File: src/rtl/axis_packet_demux.sv
// axis_packet_demux: packet-aware AXI-Stream 1:N demux with a registered FIFO per output
//   clk_i, rst_i          : clock, synchronous active-high reset
//   in_t*                 : input stream (tdata/tkeep/tlast/tid/tdest/tuser, tvalid/tready)
//   en, ctrl              : start permit and destination index, sampled on a packet's first beat
//   out_t*[CHANNEL_NUMBER]: output streams, one FIFO each
//   busy, drop_cnt        : mid-packet flag, saturating count of discarded packets
module axis_packet_demux #(
    parameter int CHANNEL_NUMBER       = 5,
    parameter int CHANNEL_NUMBER_WIDTH = $clog2(CHANNEL_NUMBER + 1),
    parameter int AXIS_DATA_WIDTH      = 40,
    parameter int OUT_DEPTH            = 2,
    parameter int CNT_WIDTH            = 16,
    parameter int ID_WIDTH             = 4,
    parameter int DEST_WIDTH           = 4,
    parameter int USER_WIDTH           = 4
) (
    input  logic                                                 clk_i,
    input  logic                                                 rst_i,
    input  logic [AXIS_DATA_WIDTH-1:0]                           in_tdata,
    input  logic [AXIS_DATA_WIDTH/8-1:0]                         in_tkeep,
    input  logic                                                 in_tlast,
    input  logic [ID_WIDTH-1:0]                                  in_tid,
    input  logic [DEST_WIDTH-1:0]                                in_tdest,
    input  logic [USER_WIDTH-1:0]                                in_tuser,
    input  logic                                                 in_tvalid,
    output logic                                                 in_tready,
    input  logic                                                 en,
    input  logic [CHANNEL_NUMBER_WIDTH-1:0]                      ctrl,
    output logic [CHANNEL_NUMBER-1:0][AXIS_DATA_WIDTH-1:0]       out_tdata,
    output logic [CHANNEL_NUMBER-1:0][AXIS_DATA_WIDTH/8-1:0]     out_tkeep,
    output logic [CHANNEL_NUMBER-1:0]                            out_tlast,
    output logic [CHANNEL_NUMBER-1:0][ID_WIDTH-1:0]              out_tid,
    output logic [CHANNEL_NUMBER-1:0][DEST_WIDTH-1:0]            out_tdest,
    output logic [CHANNEL_NUMBER-1:0][USER_WIDTH-1:0]            out_tuser,
    output logic [CHANNEL_NUMBER-1:0]                            out_tvalid,
    input  logic [CHANNEL_NUMBER-1:0]                            out_tready,
    output logic                                                 busy,
    output logic [CNT_WIDTH-1:0]                                 drop_cnt
);
    localparam int N  = CHANNEL_NUMBER;
    localparam int CW = CHANNEL_NUMBER_WIDTH;
    localparam int AW = $clog2(OUT_DEPTH);
    localparam int EW = AXIS_DATA_WIDTH + AXIS_DATA_WIDTH/8 + 1 + ID_WIDTH + DEST_WIDTH + USER_WIDTH;

    typedef enum logic [1:0] {IDLE, ROUTE, DROP} state_t;

    state_t          state, state_n;
    logic [CW-1:0]   sel, dest;
    // one full flag per encodable index; nonexistent channels read as never full,
    // so an invalid destination is always ready and can be discarded
    logic [2**CW-1:0] full;
    logic [N-1:0]    push, pop;
    logic            ctrl_ok, accept, drop_inc;
    logic [EW-1:0]   din;

    assign ctrl_ok   = ctrl < CW'(N);
    assign dest      = state == IDLE ? ctrl : sel;
    assign in_tready = !rst_i && (state == IDLE ? en && !full[ctrl] : state == ROUTE ? !full[sel] : 1'b1);
    assign accept    = in_tvalid && in_tready;
    assign busy      = state != IDLE;
    assign din       = {in_tuser, in_tdest, in_tid, in_tkeep, in_tlast, in_tdata};

    always_comb begin
        state_n  = state;
        drop_inc = 1'b0;
        if (accept && state == IDLE) begin
            state_n  = in_tlast ? IDLE : ctrl_ok ? ROUTE : DROP;
            drop_inc = in_tlast && !ctrl_ok;
        end else if (accept && in_tlast) begin
            state_n  = IDLE;
            drop_inc = state == DROP;
        end
    end

    always_ff @(posedge clk_i) begin
        if (rst_i) begin
            state    <= IDLE;
            sel      <= '0;
            drop_cnt <= '0;
        end else begin
            state <= state_n;
            if (accept && state == IDLE) sel <= ctrl;
            if (drop_inc && !(&drop_cnt)) drop_cnt <= drop_cnt + CNT_WIDTH'(1);
        end
    end

    for (genvar c = 0; c < 2**CW; c++) begin : g_ch
        if (c < N) begin : g_fifo
            logic [EW-1:0] mem [OUT_DEPTH];
            logic [AW-1:0] wr, rd;
            logic [AW:0]   cnt;
            assign full[c]       = cnt == (AW+1)'(OUT_DEPTH);
            assign push[c]       = accept && state != DROP && dest == CW'(c);
            assign pop[c]        = out_tvalid[c] && out_tready[c];
            assign out_tvalid[c] = cnt != '0;
            assign {out_tuser[c], out_tdest[c], out_tid[c], out_tkeep[c], out_tlast[c], out_tdata[c]} = mem[rd];
            always_ff @(posedge clk_i) begin
                if (rst_i) begin
                    wr  <= '0;
                    rd  <= '0;
                    cnt <= '0;
                    for (int k = 0; k < OUT_DEPTH; k++) mem[k] <= '0;
                end else begin
                    if (push[c]) mem[wr] <= din;
                    if (push[c]) wr <= wr + AW'(1);
                    if (pop[c]) rd <= rd + AW'(1);
                    cnt <= cnt + (AW+1)'(push[c]) - (AW+1)'(pop[c]);
                end
            end
        end else begin : g_none
            assign full[c] = 1'b0;
        end
    end
endmodule

File: config.mk
export PLATFORM = sky130hd
export DESIGN_NAME = axis_packet_demux
export DESIGN_NICKNAME = d
export VERILOG_FILES = /design/src/rtl/axis_packet_demux.sv
export SDC_FILE = /design/constraint.sdc
export NUM_CORES = 1
export LEC_CHECK = 0
export BUFFER_PORTS_ARGS = -buffer_cell sky130_fd_sc_hd__buf_2
export CORE_UTILIZATION = 35
export DETAILED_ROUTE_END_ITERATION = 8
export PLACE_DENSITY_LB_ADDON = 0.1
export SYNTH_ARGS = -nofsm -noshare
export SYNTH_HDL_FRONTEND = slang
export SYNTH_SLANG_ARGS = --single-unit
File: constraint.sdc
create_clock -name clk_i -period 7.5 [get_ports clk_i]
set_input_delay 0.75 -clock clk_i [delete_from_list [all_inputs] [get_ports clk_i]]
set_output_delay 0.75 -clock clk_i [all_outputs]
set_load 0.01 [all_outputs]
# Yosys cells after proc, flatten, opt, wreduce, memory -nomap -nowiden
# Memory sizes are Yosys's and may differ from the RTL's. A register that Yosys moved wholly into a read port is not among the register bits.
# Index checks and enable logic that the tools add are counted.
totals:
  reg_bits: 41
  mem_bits_rw: 580
  input_bits: 70
  wordCells: 152
  n_memories: 5
memory_table:
  columns: ["memory", "words", "width", "rd", "rd_ports_with_merged_regs", "wr", "line", "rtl"]
  rows:
  - ["g_ch[0].g_fifo.mem", 2, 58, 1, 1, 2, "89", "logic [EW-1:0] mem [OUT_DEPTH];"]
  - ["g_ch[1].g_fifo.mem", 2, 58, 1, 1, 2, "89", null]
  - ["g_ch[2].g_fifo.mem", 2, 58, 1, 1, 2, "89", null]
  - ["g_ch[3].g_fifo.mem", 2, 58, 1, 1, 2, "89", null]
  - ["g_ch[4].g_fifo.mem", 2, 58, 1, 1, 2, "89", null]
classes:
  addsub: 21
  magnitude_cmp: 3
  eq_ne: 12
  n_mux: 55
  n_reduce_logical: 38
op_table:
  columns: ["cell", "n"]
  rows:
  - ["$mux W58", 5]
  - ["$reduce_or A58 Y1", 5]
  - ["$mux W1", 43]
  - ["$logic_and A1 B1 Y1", 18]
  - ["$add A16 B1 Y16 const B", 1]
  - ["$reduce_and A16 Y1", 1]
  - ["$reduce_bool A2 Y1", 7]
  - ["$eq A2 B2 Y1 const B", 6]
  - ["$add A1 B1 Y1 const B", 10]
  - ["$add A2 B1 Y2", 5]
  - ["$sub A2 B1 Y2", 5]
  - ["$lt A3 B4 Y1 const B", 2]
  - ["$mux W2", 4]
  - ["$bmux W1 S3", 2]
  - ["$eq A3 B2 Y1 const B", 2]
  - ["$logic_not A1 Y1", 5]
  - ["$eq A3 B1 Y1 const B", 1]
  - ["$eq A3 B3 Y1 const B", 1]
  - ["$logic_not A3 Y1", 1]
  - ["$lt A3 B3 Y1 const B", 1]
  - ["$mux W3", 1]
  - ["$eq A2 B1 Y1 const B", 1]
  - ["$logic_not A2 Y1", 1]
  - ["$ne A2 B2 Y1 const B", 1]

# Longest topological paths before layout
logic_depth:
  word_depth: 15
  depth_mapped: 9
  ltp_nobuf: 6

# Worst setup path after synthesis
# Ideal clock, no wire load.
synth_path:
  path_type: "input-to-reg"
  start: "in ctrl[0]"
  end: "mem g_ch[0].g_fifo.mem[0][0] (netlist bit), enable pin"
  arrival_time_ns: 5.788
  path_slack_ns: 1.158
  cell_stages: 4
  cell_sequence: "mux4_2 a22oi_1 nand2b_1 o21ai_0"
synth_rtl:
  columns: ["item", "line", "rtl"]
  rows:
  - ["start: declaration", "28", "input logic [CHANNEL_NUMBER_WIDTH-1:0] ctrl,"]
  - ["end: declaration", "89", null]

==> results.py <==
metrics = {
    "outcome": {
        "status": "complete, no violations",
    },
    "critical_path": {
        "crit_path_cell_trace": "buf_2, buf_4, inv_1, o21ai_0, a22o_2, buf_4, nor3_4, buf_4, or2_4",
        "cp_max_fo": 59,
        "start_kind": "input port",
        "required_ns": 7.72,
        "worst-endpoint-arrival_ns": 4.24,
        "r2r_slack_ns": 3.74,
        "crit_top_cell": "buf_4",
        "cp_top_family": "buffers and inverters",
        "slowest_delay_ns": 0.88,
        "worst-setup-path-type": "in -> reg",
        "end_kind": "flip-flop",
        "crit_slowest_cell": "or2_4",
        "worst-path-buf-inv": 5,
    },
    "cts": {
        "cts_resized": 0,
        "cts.sinks": 626,
        "cts_hold_buf": 0,
        "cts_buffers": 71,
        "cts_tree": "yes",
        "post-cts-setup-buffers": 0,
        "cts_buffer_depth": 3,
        "clk_latency_ns": 0.61,
        "root_buffer": "clkbuf_16",
        "clk_pin_slew_ns": 0.06,
        "htree_levels": 3,
    },
    "placement": {
        "placed_cell_area_um2": 30400,
        "dp_hpwl_um": 46800,
        "io_buffers": 382,
        "place.gp.congestion": 0.765,
        "post-place-cells": 3180,
    },
    "synth": {
        "synth_seq_cells": 626,
        "synth_nets": 1927,
        "synth_edf_count": 580,
        "synthCells": 1851,
        "ys_types": 62,
        "synth_top_area_cell": "edfxtp_1",
        "yosysWarnings": 0,
        "ys_seq_area_share_pct": 67.0,
        "synth-async-reset-ratio_pct": 0,
        "syn-cell-area_um2": 27400,
        "synth-main-ff-cell": "edfxtp_1",
        "synth_area_leaders": "edfxtp_1 64%, and2_1 13%, mux2_2 12%",
        "syn_avg_cell_area_um2": 14.8,
        "synth_top_area_share_pct": 63.6,
    },
    "timing": {
        "min_period_ns": 4.03,
        "drv_slew": 0,
        "rsz0062_at_grt": "no",
        "final-hold-violation-count": 0,
        "fin_skew_ns": 0.0174,
        "fmax_mhz": 248,
        "worstMarginPinSlew_ns": 1.07,
        "max-slew-margin-rel_pct": 28.8,
        "setup_violations": 0,
        "fin_setup_tns_ns": 0,
        "min_period_over_period_pct": 53.7,
    },
    "run": {
        "drv_cap": 0,
    },
    "finish": {
        "finalNonFillerCells": 3307,
        "final_nets": 2289,
        "fillers": 7165,
        "seqCellArea_um2": 18400,
        "diodes": 0,
        "multi_input_area_um2": 8640,
        "area_delta_synth_final_pct": 18.9,
        "drive_gt1_share_pct": 36.5,
        "final_area_um2": 32600,
        "final_core_util_pct": 42.0,
        "mostFrequentLayoutCell": "and2_1",
        "final_cell_mix": "586 x and2_1, 580 x edfxtp_1, 382 x buf_2, 294 x mux2_2, 75 x clkbuf_16",
    },
    "global_routing": {
        "grt_util_all_layers_pct": 19.2,
        "grt_max_degree": 60,
        "grt_pass1_wl_um": 111000,
        "antenna_found_initial": 3,
        "grt_overflow_total": 0,
        "first_global_vias": 15800,
    },
    "detailed_routing": {
        "via_count": 16000,
        "wl_um": 76500,
        "via_per_inst": 4.84,
        "drtIter0Drc": 930,
        "drc": 0,
        "drtAntennaViolNets": 0,
        "first_pass_iters": 4,
        "wl_per_cell_um": 23.1,
    },
    "floorplan": {
        "dieArea_um2": 79400,
        "core.rowCount": 102,
        "die_y_um": 282,
        "coreArea_um2": 77500,
        "initial_core_util_pct": 35.4,
        "dieWidth_um": 282,
        "ios": 383,
    },
    "min_path": {
        "min_path_type": "in -> reg",
    },
    "power": {
        "vdd_drop_max_uv": 171,
        "p_leak_uw": 0.0127,
        "power_density_nw_per_um2": 277,
        "fin_total_pwr_uw": 9010,
    },
}
per-stage QoR:
step	setup slack (ns)	hold WS [ns]
after floorplan	1.16	0.481
after global placement	2.86	0.479
after detailed placement	2.75	0.487
after CTS	3.40	0.423
after global routing	3.17	0.459
final	3.47	0.461
worst register-to-register path, cell delays in order, from the launching register on:
cell and delay, ns:
dfxtp_1 0.43, or3b_1 0.43, a2111oi_2 0.51, o211ai_2 0.32
nor3_4 0.18, buf_4 0.55, or2_4 0.89
cells in the mapped netlist (all sizes together), types with 4 or more instances:
cell    number
edfxtp     580
o31ai       12
nand2       10
o21a         7
nor3        18
nor2b        8
xnor2       10
buf         32
clkbuf      79
nor4         5
nand4        4
nor2        21
and2       586
or4         12
dfxtp       46
nand3        6
or2         13
mux2       294
nand2b       6
ha           6
a21oi       15
mux2i        4
o21ai       11
inv         16
layer usage:
layer  track usage (%)  wire length [um]  up-vias
li1                  -                 -     7382
met1              26.1             34600     8161
met2              31.5             37100      368
met3              3.22              3520       80
met4              5.21              1360        0
met5                 0                 0        -
flip-flops by register name, indices dropped and copies added (netlist names), named ones only:
register	flops
g_ch.g_fifo.mem	580
state	2
g_ch.g_fifo.wr	5
g_ch.g_fifo.rd	5
g_ch.g_fifo.cnt	10
sel	3
drop_cnt	16
where the power goes:
part	switching, uW	leakage [uW]	internal, uW	total (uW)
Clock	1400	0.00106	1900	3300
Sequential	271	0.00637	3980	4250
Combinational	774	0.00529	691	1470
Total	2450	0.0127	6560	9010
cell type report:
class	count	share of cell area [%]
inverters	16	0.184
clock inverters	32	0.646
repair buffers	400	6.29
multi-input cells	1098	26.5
clock buffers	95	5.99
well taps	1040	4.00
flip-flops and latches	626	56.4
kinds of logic after synthesis:
kind of cell / count (synthesis) / synth area share, %
XOR/XNOR: 10 / 0.320
adder cells (fa/ha/maj): 6 / 0.274
AND/OR/NAND/NOR: 705 / 16.1
AO/OA/AOI/OAI: 77 / 2.08
flip-flops: 626 / 67.0
buffers and inverters: 127 / 1.89
multiplexers: 300 / 12.4
path summary, 6_finish.rpt:
kind                             start                                 endpoint  cells after the start
min                          in_tvalid                    state[0]$_SDFFE_PP0P_                      2
max                              rst_i  g_ch[3].g_fifo.mem[1][38]$_SDFFCE_PN0P_                      9
max reg2reg      state[0]$_SDFFE_PP0P_  g_ch[3].g_fifo.mem[1][38]$_SDFFCE_PN0P_                      6
min reg2reg  drop_cnt[11]$_SDFFE_PP0P_                drop_cnt[11]$_SDFFE_PP0P_                      2
(Power assumes the default switching activity.)
